<file path="config.mk">
export PLATFORM = sky130hd
export DESIGN_NAME = reduce_stream_n
export DESIGN_NICKNAME = d
export VERILOG_FILES = /design/src/rtl/reduce_stream_n.sv
export SDC_FILE = /design/constraint.sdc
export NUM_CORES = 1
export LEC_CHECK = 0
export BUFFER_PORTS_ARGS = -buffer_cell sky130_fd_sc_hd__buf_2
export CORE_ASPECT_RATIO = 1.5
export CORE_MARGIN = 4
export CORE_UTILIZATION = 25
export CTS_CLUSTER_SIZE = 10
export DETAILED_ROUTE_END_ITERATION = 12
export MAX_ROUTING_LAYER = met4
export PLACE_DENSITY = 0.48
export SYNTH_ARGS = -nofsm -noshare
export SYNTH_HDL_FRONTEND = slang
export SYNTH_SLANG_ARGS = --single-unit
</file>
<file path="constraint.sdc">
create_clock -name clk -period 3.4 [get_ports clk]
set_input_delay 0.51 -clock clk [delete_from_list [all_inputs] [get_ports clk]]
set_output_delay 0.51 -clock clk [all_outputs]
set_load 0.01 [all_outputs]
</file>
<file path="src/rtl/reduce_stream_n.sv">
// Frame reducer: folds every beat of a valid/ready frame with AND/OR/XOR and
// presents one registered result (word, reduced bit, beat count) per frame.
module reduce_stream_n #(
    parameter int WIDTH = 8,
    parameter int CNT_W = 8
) (
    input  logic             clk,
    input  logic             reset,
    input  logic [1:0]       op,
    input  logic [WIDTH-1:0] in_data,
    input  logic             in_valid,
    input  logic             in_last,
    output logic             in_ready,
    output logic [WIDTH-1:0] out_word,
    output logic             out_bit,
    output logic [CNT_W-1:0] out_count,
    output logic             out_valid,
    input  logic             out_ready,
    output logic             busy
);

    typedef enum logic [1:0] {
        IDLE  = 2'd0,
        ACCUM = 2'd1,
        HOLD  = 2'd2
    } state_t;

    localparam logic [1:0] OP_OR  = 2'b01;
    localparam logic [1:0] OP_XOR = 2'b10;

    state_t             r_state;
    state_t             w_state_next;
    logic [WIDTH-1:0]   r_acc;
    logic [CNT_W-1:0]   r_count;
    logic [1:0]         r_op;
    logic [WIDTH-1:0]   r_out_word;
    logic               r_out_bit;
    logic [CNT_W-1:0]   r_out_count;
    logic               r_busy;

    logic               w_accept;
    logic               w_first;
    logic [1:0]         w_op_eff;
    logic [WIDTH-1:0]   w_acc_next;
    logic [CNT_W-1:0]   w_count_next;

    // Reserved operator code 11 falls through to AND.
    function automatic logic [WIDTH-1:0] f_fold(input logic [WIDTH-1:0] a,
                                                input logic [WIDTH-1:0] b,
                                                input logic [1:0]       o);
        case (o)
            OP_OR:   f_fold = a | b;
            OP_XOR:  f_fold = a ^ b;
            default: f_fold = a & b;
        endcase
    endfunction

    function automatic logic f_reduce(input logic [WIDTH-1:0] w,
                                      input logic [1:0]       o);
        case (o)
            OP_OR:   f_reduce = |w;
            OP_XOR:  f_reduce = ^w;
            default: f_reduce = &w;
        endcase
    endfunction

    assign in_ready  = (r_state != HOLD) || out_ready;
    assign w_accept  = in_valid && in_ready;
    // Any accepted beat outside ACCUM opens a new frame (IDLE, or HOLD being drained).
    assign w_first   = w_accept && (r_state != ACCUM);
    assign w_op_eff  = w_first ? op : r_op;

    assign w_acc_next   = w_first ? in_data : f_fold(r_acc, in_data, r_op);
    assign w_count_next = w_first ? CNT_W'(1)
                        : (&r_count) ? r_count
                        : r_count + CNT_W'(1);

    always_comb begin
        w_state_next = r_state;
        case (r_state)
            IDLE, ACCUM: begin
                if (w_accept) begin
                    w_state_next = in_last ? HOLD : ACCUM;
                end
            end
            HOLD: begin
                if (out_ready) begin
                    if (w_accept) begin
                        w_state_next = in_last ? HOLD : ACCUM;
                    end else begin
                        w_state_next = IDLE;
                    end
                end
            end
            default: w_state_next = IDLE;
        endcase
    end

    always_ff @(posedge clk or posedge reset) begin
        if (reset) begin
            r_state <= IDLE;
            r_busy  <= 1'b0;
        end else begin
            r_state <= w_state_next;
            r_busy  <= (w_state_next == ACCUM);
        end
    end

    always_ff @(posedge clk or posedge reset) begin
        if (reset) begin
            r_acc       <= '0;
            r_count     <= '0;
            r_op        <= 2'b00;
            r_out_word  <= '0;
            r_out_bit   <= 1'b0;
            r_out_count <= '0;
        end else if (w_accept) begin
            r_acc   <= w_acc_next;
            r_count <= w_count_next;
            if (w_first) begin
                r_op <= op;
            end
            if (in_last) begin
                r_out_word  <= w_acc_next;
                r_out_count <= w_count_next;
                r_out_bit   <= f_reduce(w_acc_next, w_op_eff);
            end
        end
    end

    assign out_word  = r_out_word;
    assign out_bit   = r_out_bit;
    assign out_count = r_out_count;
    assign out_valid = (r_state == HOLD);
    assign busy      = r_busy;

endmodule

</file>
# Word-level counts from Yosys, hierarchy flattened
# Index checks and enable logic that the tools add are counted.
# totals
ramBits	0
out_inout_bits	20
latchBits	0
n_memories	0
mem_bits_ro	0
ff_bits	38
wordCells	42
input_bits	15
# classes
n_shift	0
n_addsub	1
muxes	11
n_lt_le_gt_ge	0
n_div	0
n_mul	0
bitwise_logic	3
n_reduce_logical	10
n_eq_ne	9
# ops
op	count
8-bit two-way mux	3
8-bit case mux with 2 select lines	1
8-bit AND reduction	2
2-bit two-way mux	5
8-bit by 1-bit adder with 8-bit output (second input constant)	1
8-bit bitwise AND	1
2-bit by 1-bit equality test with 1-bit output (second input constant)	4
8-bit OR	1
8-bit OR reduction	1
8-bit parity	1
8-bit XOR	1
2-bit equality test (second input constant)	3
2-bit case mux with 2 select lines	1
1-bit logical AND	2
2-bit zero test	1
2-bit by 1-bit inequality test with 1-bit output (second input constant)	1
2-bit inequality test (second input constant)	1
1-bit case mux with 2 select lines	1
2-bit AND reduction	1
2-bit OR reduction	1
1-bit logical OR	1

# Depth between registers and ports, before layout
# Gate-level depths: netlist of the first run.
# depth
word_depth	7
mapped_depth	14
mapped_depth_nobuf	13

# Worst setup path after synthesis of the first run
# No wires, ideal clock.
# synth_timing
kind	input port to flip-flop
startpoint	input out_ready
endpoint	register r_out_bit (netlist: out_bit)
setup_ps	119
arrival_ps	2552
t_required_ps	3281
slack_ps	729
path_stages	13
n_path_buf	3
cell_sequence	or3b_1 > buf_2 > and3_4 > buf_6 > buf_6 > nor3_1 > a21oi_1 > ha_1 > xor2_1 > xnor2_1 > nand2_1 > nand4_1 > o21ba_1
# synth_between
elab_chain_len	6
elab_cells_between_ends	12
cone_classes	2 x eq/ne; 3 x mux; 7 x reduce/logical
# synth_rtl
element	line	source
start: declaration	18	input logic out_ready,
1-bit logical OR *	67	assign in_ready = (r_state != HOLD) || out_ready;
named net in_ready	13	output logic in_ready,
1-bit logical AND *	68	assign w_accept = in_valid && in_ready;
1-bit logical AND	70	assign w_first = w_accept && (r_state != ACCUM);
8-bit two-way mux or 2-bit two-way mux (tied branches)	n/a	
8-bit AND reduction, or another cell as far along	63	default: f_reduce = &w;
1-bit case mux with 2 select lines	60	case (o)
end signal: assignment	126	r_out_bit <= f_reduce(w_acc_next, w_op_eff);
end: declaration	37	logic r_out_bit;
# The timed path passes the listed nets; every way through them passes the cells marked *.
# A chain may end at the register's enable or synchronous reset.

# Worst setup path after layout of the first run
# layout_timing
startpoint	register r_op[0]
endpoint	register r_out_bit (netlist: out_bit)
# layout_between
elab_chain_len	5
elab_cells_between_ends	11
cone_classes	4 x eq/ne; 4 x mux; 3 x reduce/logical
# layout_rtl
element	line	source
start: declaration	35	logic [1:0] r_op;
start signal: assignment	121	r_op <= op;
2-bit equality test or 2-bit by 1-bit equality test with 1-bit output (tied branches)	51	case (o)
8-bit case mux with 2 select lines	51	
8-bit two-way mux	73	assign w_acc_next = w_first ? in_data : f_fold(r_acc, in_data, r_op);
8-bit AND reduction, or another cell as far along	63	
1-bit case mux with 2 select lines *	60	
# Every way passes the cells marked *; elsewhere a longest branch is shown, timed or not.

==> out/results.md, run 1 <==
* complete, no violations — run status
* 0 — number of buffers added to fix hold violations after cts
* 0 — Post-synth EDFFs
* false — RSZ-0062 raised after global routing
* 0.0114 mm^2 — area of the die
* 0.00184 W — Design Power
* 2 — H-tree depth reported by CTS
* 43 — number of rows in the core area
* 0.28 ns — clk_lat worst skew
* sky130_fd_sc_hd__dfrtp_1 — predominant post-synthesis flop cell
* 0 — total gr overflow
* 0.880 ns — worst-margin pin slew
* 1012 — fillers
* 0 — Residual DRC
* flop — capturing element type of the critical path
* 2.86 ns — data arrival time of the critical path
* 281 — Post-Syn Instances
* 129 um — height of the chip
* 35 — I/O pin count
* 416 — number of instances in the placed design
* 0 — total count of hold-check failures in the final report
* 2051 — via count of the first global-routing pass
* 36 — number of library cell types mapped by synthesis
* 4.72 mm — HPWL after detailed placement
* 0 — buffers inserted during post-CTS setup optimization
* 650 mW/mm^2 — power per cell area
* 0 — diode count
* flop — crit start category
* 424 — number of standard cells in the final layout excluding fillers
* 38 — number of register bits inferred by synthesis
* 5 — number of buffers added by the clock tree synthesis step
* 0 — total of endpoints with negative setup slack in the final report
* 41.3% — worst-case headroom to the max-slew limit
* 26.0% — Initial Util
* 34 — # port buffers
* 4.57 — detail-routed via count per cell
* 9.87 mm — first-pass GRT wire length
* 0.00243 mm^2 — area of the mapped netlist
* 12 — depth of the worst register-to-register path
* 324 — Net Count, Synth
* 0 — Slew Limit Fails
* 5.94 mm — post-detailed-routing wire length
* 0 — Synth Warn #
* 3.57 ns — worst path required time
* 1.44 nW — reported leakage power
* 11.3% — Overall Global Routing Usage
* 2.68 ns — post-route minimum period
* 9 — largest fanout of any net on the critical path
* flop to flop — worst setup path class
* 14.0 um — routed wirelength normalized by instance count
* 354 — final layout net count
* 0 — max-cap violations
* 0 — post-CTS resize count
* 88.5 um — die boundary width
* 8.65 um^2 — average cell area after synthesis
* 0.00492 ns — largest clock skew in the final design
* 0 — initial antenna violation count
* 39.1% — post-synthesis sequential area ratio
* 15.4% — fraction of layout instances using a drive strength above 1
* 29 — maximum number of pins on one net before global-route repair
* 372 MHz — achievable frequency
* 0.637 ns — minimum setup slack after placement
* 1936 — DR vias
* 0.00936 mm^2 — core area
* 38 — clk sink count
* 79.0% — final worst-path cycle share
* yes — clock tree from TritonCTS
* sky130_fd_sc_hd__clkbuf_16 — clk root buf
* 0.205 mV — largest vdd supply drop
* 2 — Bufs on Longest Clock Path
* 0.715 ns — final critical-path setup slack
* 50 — First DRT Iteration DRCs
* 0 ns — final total negative setup slack
* 0.791 — RD Place Congestion
* 0.06 ns — clock slew at reported path FFs
* 4 — detailed-router iteration count before antenna repair
* primary input to asynchronous set/reset pin — worst min-delay path category
* 100% — asr flop ratio synth
* 16.6% — layout-stage area growth over the synthesis result
* 0 — number of nets with antenna violations after routing
## final cells by class
type	count	area, um^2	area share (%)
clock buffer	7	143	5.03
clock inverter	1	5.00	0.177
timing repair buffer	36	185	6.53
multi-input combinational	192	1270	44.7
sequential	38	951	33.6
tap	112	140	4.94
inverter	38	143	5.03
## per-layer routing
| metal | up-vias | share of wire (%) | track usage, % |
|---|---|---|---|
| met5 | - | 0 | - |
| met3 | 6 | 2.1 | 2.11 |
| met4 | 0 | 1.1 | 3.47 |
| li1 | 1007 | - | - |
| met1 | 905 | 40 | 11.9 |
| met2 | 18 | 57 | 21.0 |
## per-stage QoR
step	util (%)	hold slack, ns	area, um^2
after floorplan	-	0.475	2430
after global placement	28.7	0.467	2690
after detailed placement	28.7	0.468	2690
after CTS	30.3	0.451	2830
after global routing	30.3	0.496	2830
final	30.3	0.409	2830
## sequential cells by signal (all words and copies together) (netlist names)
| name | count |
|---|---|
| r_count | 8 |
| out_count | 8 |
| r_acc | 8 |
| busy | 1 |
| out_word | 8 |
| out_bit | 1 |
| r_state | 2 |
| r_op | 2 |
## cells in the final DEF (no fill, tap or decap), types with 3 or more instances in the layout
master,n
sky130_fd_sc_hd__inv_1,38
sky130_fd_sc_hd__dfrtp_1,38
sky130_fd_sc_hd__nand2_1,37
sky130_fd_sc_hd__buf_2,34
sky130_fd_sc_hd__ha_1,28
sky130_fd_sc_hd__o21ai_0,27
sky130_fd_sc_hd__nor2_1,17
sky130_fd_sc_hd__a21oi_1,13
sky130_fd_sc_hd__nor3_1,9
sky130_fd_sc_hd__nand3_1,7
sky130_fd_sc_hd__a221oi_1,6
sky130_fd_sc_hd__mux2i_1,6
sky130_fd_sc_hd__a31oi_1,5
sky130_fd_sc_hd__clkbuf_16,5
sky130_fd_sc_hd__nand2b_1,4
sky130_fd_sc_hd__xnor2_1,4
sky130_fd_sc_hd__nand4_1,3
sky130_fd_sc_hd__and3_1,3
sky130_fd_sc_hd__nor2b_1,3
## critical path, stage by stage, from the launching register on
cell and delay (ns):
sky130_fd_sc_hd__dfrtp_1 0.35, sky130_fd_sc_hd__inv_1 0.07, sky130_fd_sc_hd__ha_1 0.42, sky130_fd_sc_hd__inv_1 0.27
sky130_fd_sc_hd__a31oi_1 0.20, sky130_fd_sc_hd__mux2i_1 0.26, sky130_fd_sc_hd__inv_1 0.08, sky130_fd_sc_hd__ha_1 0.31
sky130_fd_sc_hd__xor2_1 0.15, sky130_fd_sc_hd__xnor2_1 0.13, sky130_fd_sc_hd__nand2_1 0.07, sky130_fd_sc_hd__nand4_1 0.09
sky130_fd_sc_hd__o21ba_1 0.19
## cells in the mapped netlist, drive strengths merged (7+ instances only)
cell type	number	area (um^2)
nand3	7	35.0
a21oi	13	65.1
clkbuf	7	26.3
inv	38	143
nand2	38	145
o21ai	27	135
ha	28	350
nor3	9	45.0
nor2	17	63.8
dfrtp	38	951
## kinds of logic after synthesis
kind of cell	count (synthesis)	share of synthesized area, %
flip-flops	38	39.1
multiplexers	8	3.40
AND/OR/NAND/NOR	90	17.5
XOR/XNOR	5	1.80
buffers and inverters	51	8.70
adder cells (fa/ha/maj)	28	14.4
AO/OA/AOI/OAI	61	15.1
## power breakdown
| group | switching, W | internal, W |
|---|---|---|
| combinational | 0.000407 | 0.000294 |
| clock | 0.000179 | 0.000291 |
| sequential | 0.000102 | 0.000569 |
| total | 0.000688 | 0.00115 |
## final timing paths
| path | start | end | slack (ns) |
|---|---|---|---|
| worst max-delay path | r_op[0] | out_bit | 0.72 |
| worst min-delay path | reset | out_word[7] | 0.41 |
| worst max register to register | r_op[0] | out_bit | 0.72 |
| worst min register to register | out_count[4] | out_count[4] | 0.48 |
| max in group asynchronous | reset | r_count[6] | 2.23 |
| min in group clk | out_count[4] | out_count[4] | 0.48 |
Note: power is estimated with default switching activity, not from simulation.
==> run 2, diff against run 1 <==
--- a/config.mk
+++ b/config.mk
@@ -12,7 +12,7 @@
 export CTS_CLUSTER_SIZE = 10
 export DETAILED_ROUTE_END_ITERATION = 12
 export MAX_ROUTING_LAYER = met4
-export PLACE_DENSITY = 0.48
+export PLACE_DENSITY = 0.5
 export SYNTH_ARGS = -nofsm -noshare
 export SYNTH_HDL_FRONTEND = slang
 export SYNTH_SLANG_ARGS = --single-unit
==> constraint.sdc (replaced) <==
create_clock -name clk -period 2.3 [get_ports clk]
set_input_delay 0.345 -clock clk [delete_from_list [all_inputs] [get_ports clk]]
set_output_delay 0.345 -clock clk [all_outputs]
set_load 0.01 [all_outputs]
==> run 2 against run 1 <==
Net effect:
- the flow now finishes with violations (negative setup slack)
- via count is 12% higher
- power is 74% higher
- flip-flop and latch count stayed put
- count of clock-buffer cells in the layout is 1 lower
- setup slack worse by 0.81 ns
- register-to-register slack worse by 0.81 ns
- non-clock buffer count is 47 higher
- clock skew is 0.0016 ns lower
- die area stayed put
- combinational power is 120% higher
- highest routed layer unchanged
==> out/results.md, run 2 (synthesized netlist as in run 1, its figures left out) <==
* 12.7% — Overall Global Routing Usage
* 5 — number of buffers added by the clock tree synthesis step
* 35 — I/O pin count
* 954 mW/mm^2 — power per cell area
* 73 — First DRT Iteration DRCs
* r_state[0] — Crit Reg-Reg Startpoint
* 2.48 ns — worst path required time
* 0 — number of buffers added to fix hold violations after cts
* sky130_fd_sc_hd__dfrtp_1 — Critical Path Slowest Stage Cell
* -0.0933 ns — final critical-path setup slack
* sky130_fd_sc_hd__buf_4 — most common library cell in the layout ignoring fill and taps
* 2.57 ns — data arrival time of the critical path
* 0 — max-cap violations
* 6.43 mm — post-detailed-routing wire length
* or3b_4 > and3_4 > buf_12 > a21oi_2 > ha_1 > xor2_2 > xnor2_1 > nand2_1 > nand4_1 > o21ba_1 — cells traversed along the worst timing path
* 0.390 mV — largest vdd supply drop
* 43 — number of rows in the core area
* 0 — Residual DRC
* 34 — # port buffers
* 0.29 ns — clk_lat worst skew
* 0 — total count of hold-check failures in the final report
* 2 — H-tree depth reported by CTS
* primary input to asynchronous set/reset pin — worst min-delay path category
* 0 — Slew Limit Fails
* 1.70 nW — reported leakage power
* r_state[0] — worst setup path startpoint
* 38 — clk sink count
* yes — clock tree from TritonCTS
* 0.510 ns — worst-margin pin slew
* flop — capturing element type of the critical path
* sky130_fd_sc_hd__clkbuf_16 — clk root buf
* 35.9% — utilization after layout
* 0 — initial antenna violation count
* 0.833 — RD Place Congestion
* complete, but fails checks — run status
* 88.5 um — die boundary width
* 39 — maximum number of pins on one net before global-route repair
* 129 um — height of the chip
* negative setup slack — failing checks
* 4 — detailed-router iteration count before antenna repair
* 2 — Bufs on Longest Clock Path
* 10.9 mm — first-pass GRT wire length
* 2.39 ns — post-route minimum period
* 401 — final layout net count
* 66.0% — worst-case headroom to the max-slew limit
* 0.39 ns — crit-path max cell delay
* 13.6 um — routed wirelength normalized by instance count
* 0.0114 mm^2 — area of the die
* 0 — diode count
* 4.84 mm — HPWL after detailed placement
* flop — crit start category
* 2281 — via count of the first global-routing pass
* 2174 — DR vias
* true — RSZ-0062 raised after global routing
* flop to flop — worst setup path class
* 999 — fillers
* 46 x sky130_fd_sc_hd__buf_4, 38 x sky130_fd_sc_hd__dfrtp_1, 37 x sky130_fd_sc_hd__nand2_1 — commonest cells after routing, fill and taps aside
* 8 — largest fanout of any net on the critical path
* -0.217 ns — minimum setup slack after placement
* 4.62 — detail-routed via count per cell
* 0.06 ns — clock slew at reported path FFs
* 38.2% — layout-stage area growth over the synthesis result
* 0.00936 mm^2 — core area
* 1 — total of endpoints with negative setup slack in the final report
* 0.00329 ns — largest clock skew in the final design
* 26.0% — Initial Util
* -0.0933 ns — final total negative setup slack
* 418 MHz — achievable frequency
* 0 — number of nets with antenna violations after routing
* 0 — total gr overflow
* 104% — final worst-path cycle share
* 33.1% — fraction of layout instances using a drive strength above 1
* 0.172 ns — smallest hold slack
[run 2: area by class of cell]
class                      instances  area (um^2)  share of cell area (%)
clock buffer                       6          139                    4.14
timing repair buffer              83          558                    16.6
clock inverter                     2         12.5                   0.373
inverter                          38          143                    4.25
multi-input combinational        192         1420                    42.1
tap                              112          140                    4.17
sequential                        38          951                    28.3
[run 2: what timing repair did]
| action | CTS | global route |
|---|---|---|
| gates resized for setup | 17 | 7 |
| setup buffers | 7 | 1 |
| setup endpoints to repair | 1 | 1 |
| pin swaps | 4 | 2 |
| gates cloned | 0 | 0 |
[run 2: stage by stage]
stage               cells  area (um^2)  total power, W
detailed placement    455         3020         0.00231
CTS                   470         3310         0.00318
global placement      455         3020         0.00229
finish                471         3360         0.00320
floorplan             281         2480         0.00177
global route          471         3360         0.00348
[run 2: path summary, 6_finish.rpt]
check | slack [ns] | cells past startpoint | to
max | -0.09 | 10 | out_bit
min | 0.17 | 3 | out_word[0]
max reg2reg | -0.09 | 10 | out_bit
min reg2reg | 0.48 | 2 | out_count[1]
max in group asynchronous | 1.78 | 3 | r_acc[4]
min in group clk | 0.29 | 3 | r_op[1]
[run 2: critical path: cells and delay by family (launching register included)]
family          cells  cell delay (ns)
compound gates      2             0.38
xor+xnor            2             0.28
fa+ha+maj           1             0.29
buf+inv             1             0.16
flops               1             0.39
simple gates        4             0.77
[run 2: routing by layer]
metal	wire length, um	up-vias	part of all wire [%]	track usage, %
met1	2590	1040	40	13.6
met5	0	-	0	-
met4	82	0	1.3	3.29
li1	-	1098	-	-
met2	3590	29	56	23.5
met3	167	7	2.6	2.37
[run 2: power by group]
group | switching, W | internal, W | leakage, nW
Sequential | 0.000137 | 0.000840 | 0.490
Clock | 0.000287 | 0.000429 | 0.0729
Combinational | 0.000762 | 0.000750 | 1.14
Total | 0.00119 | 0.00202 | 1.70
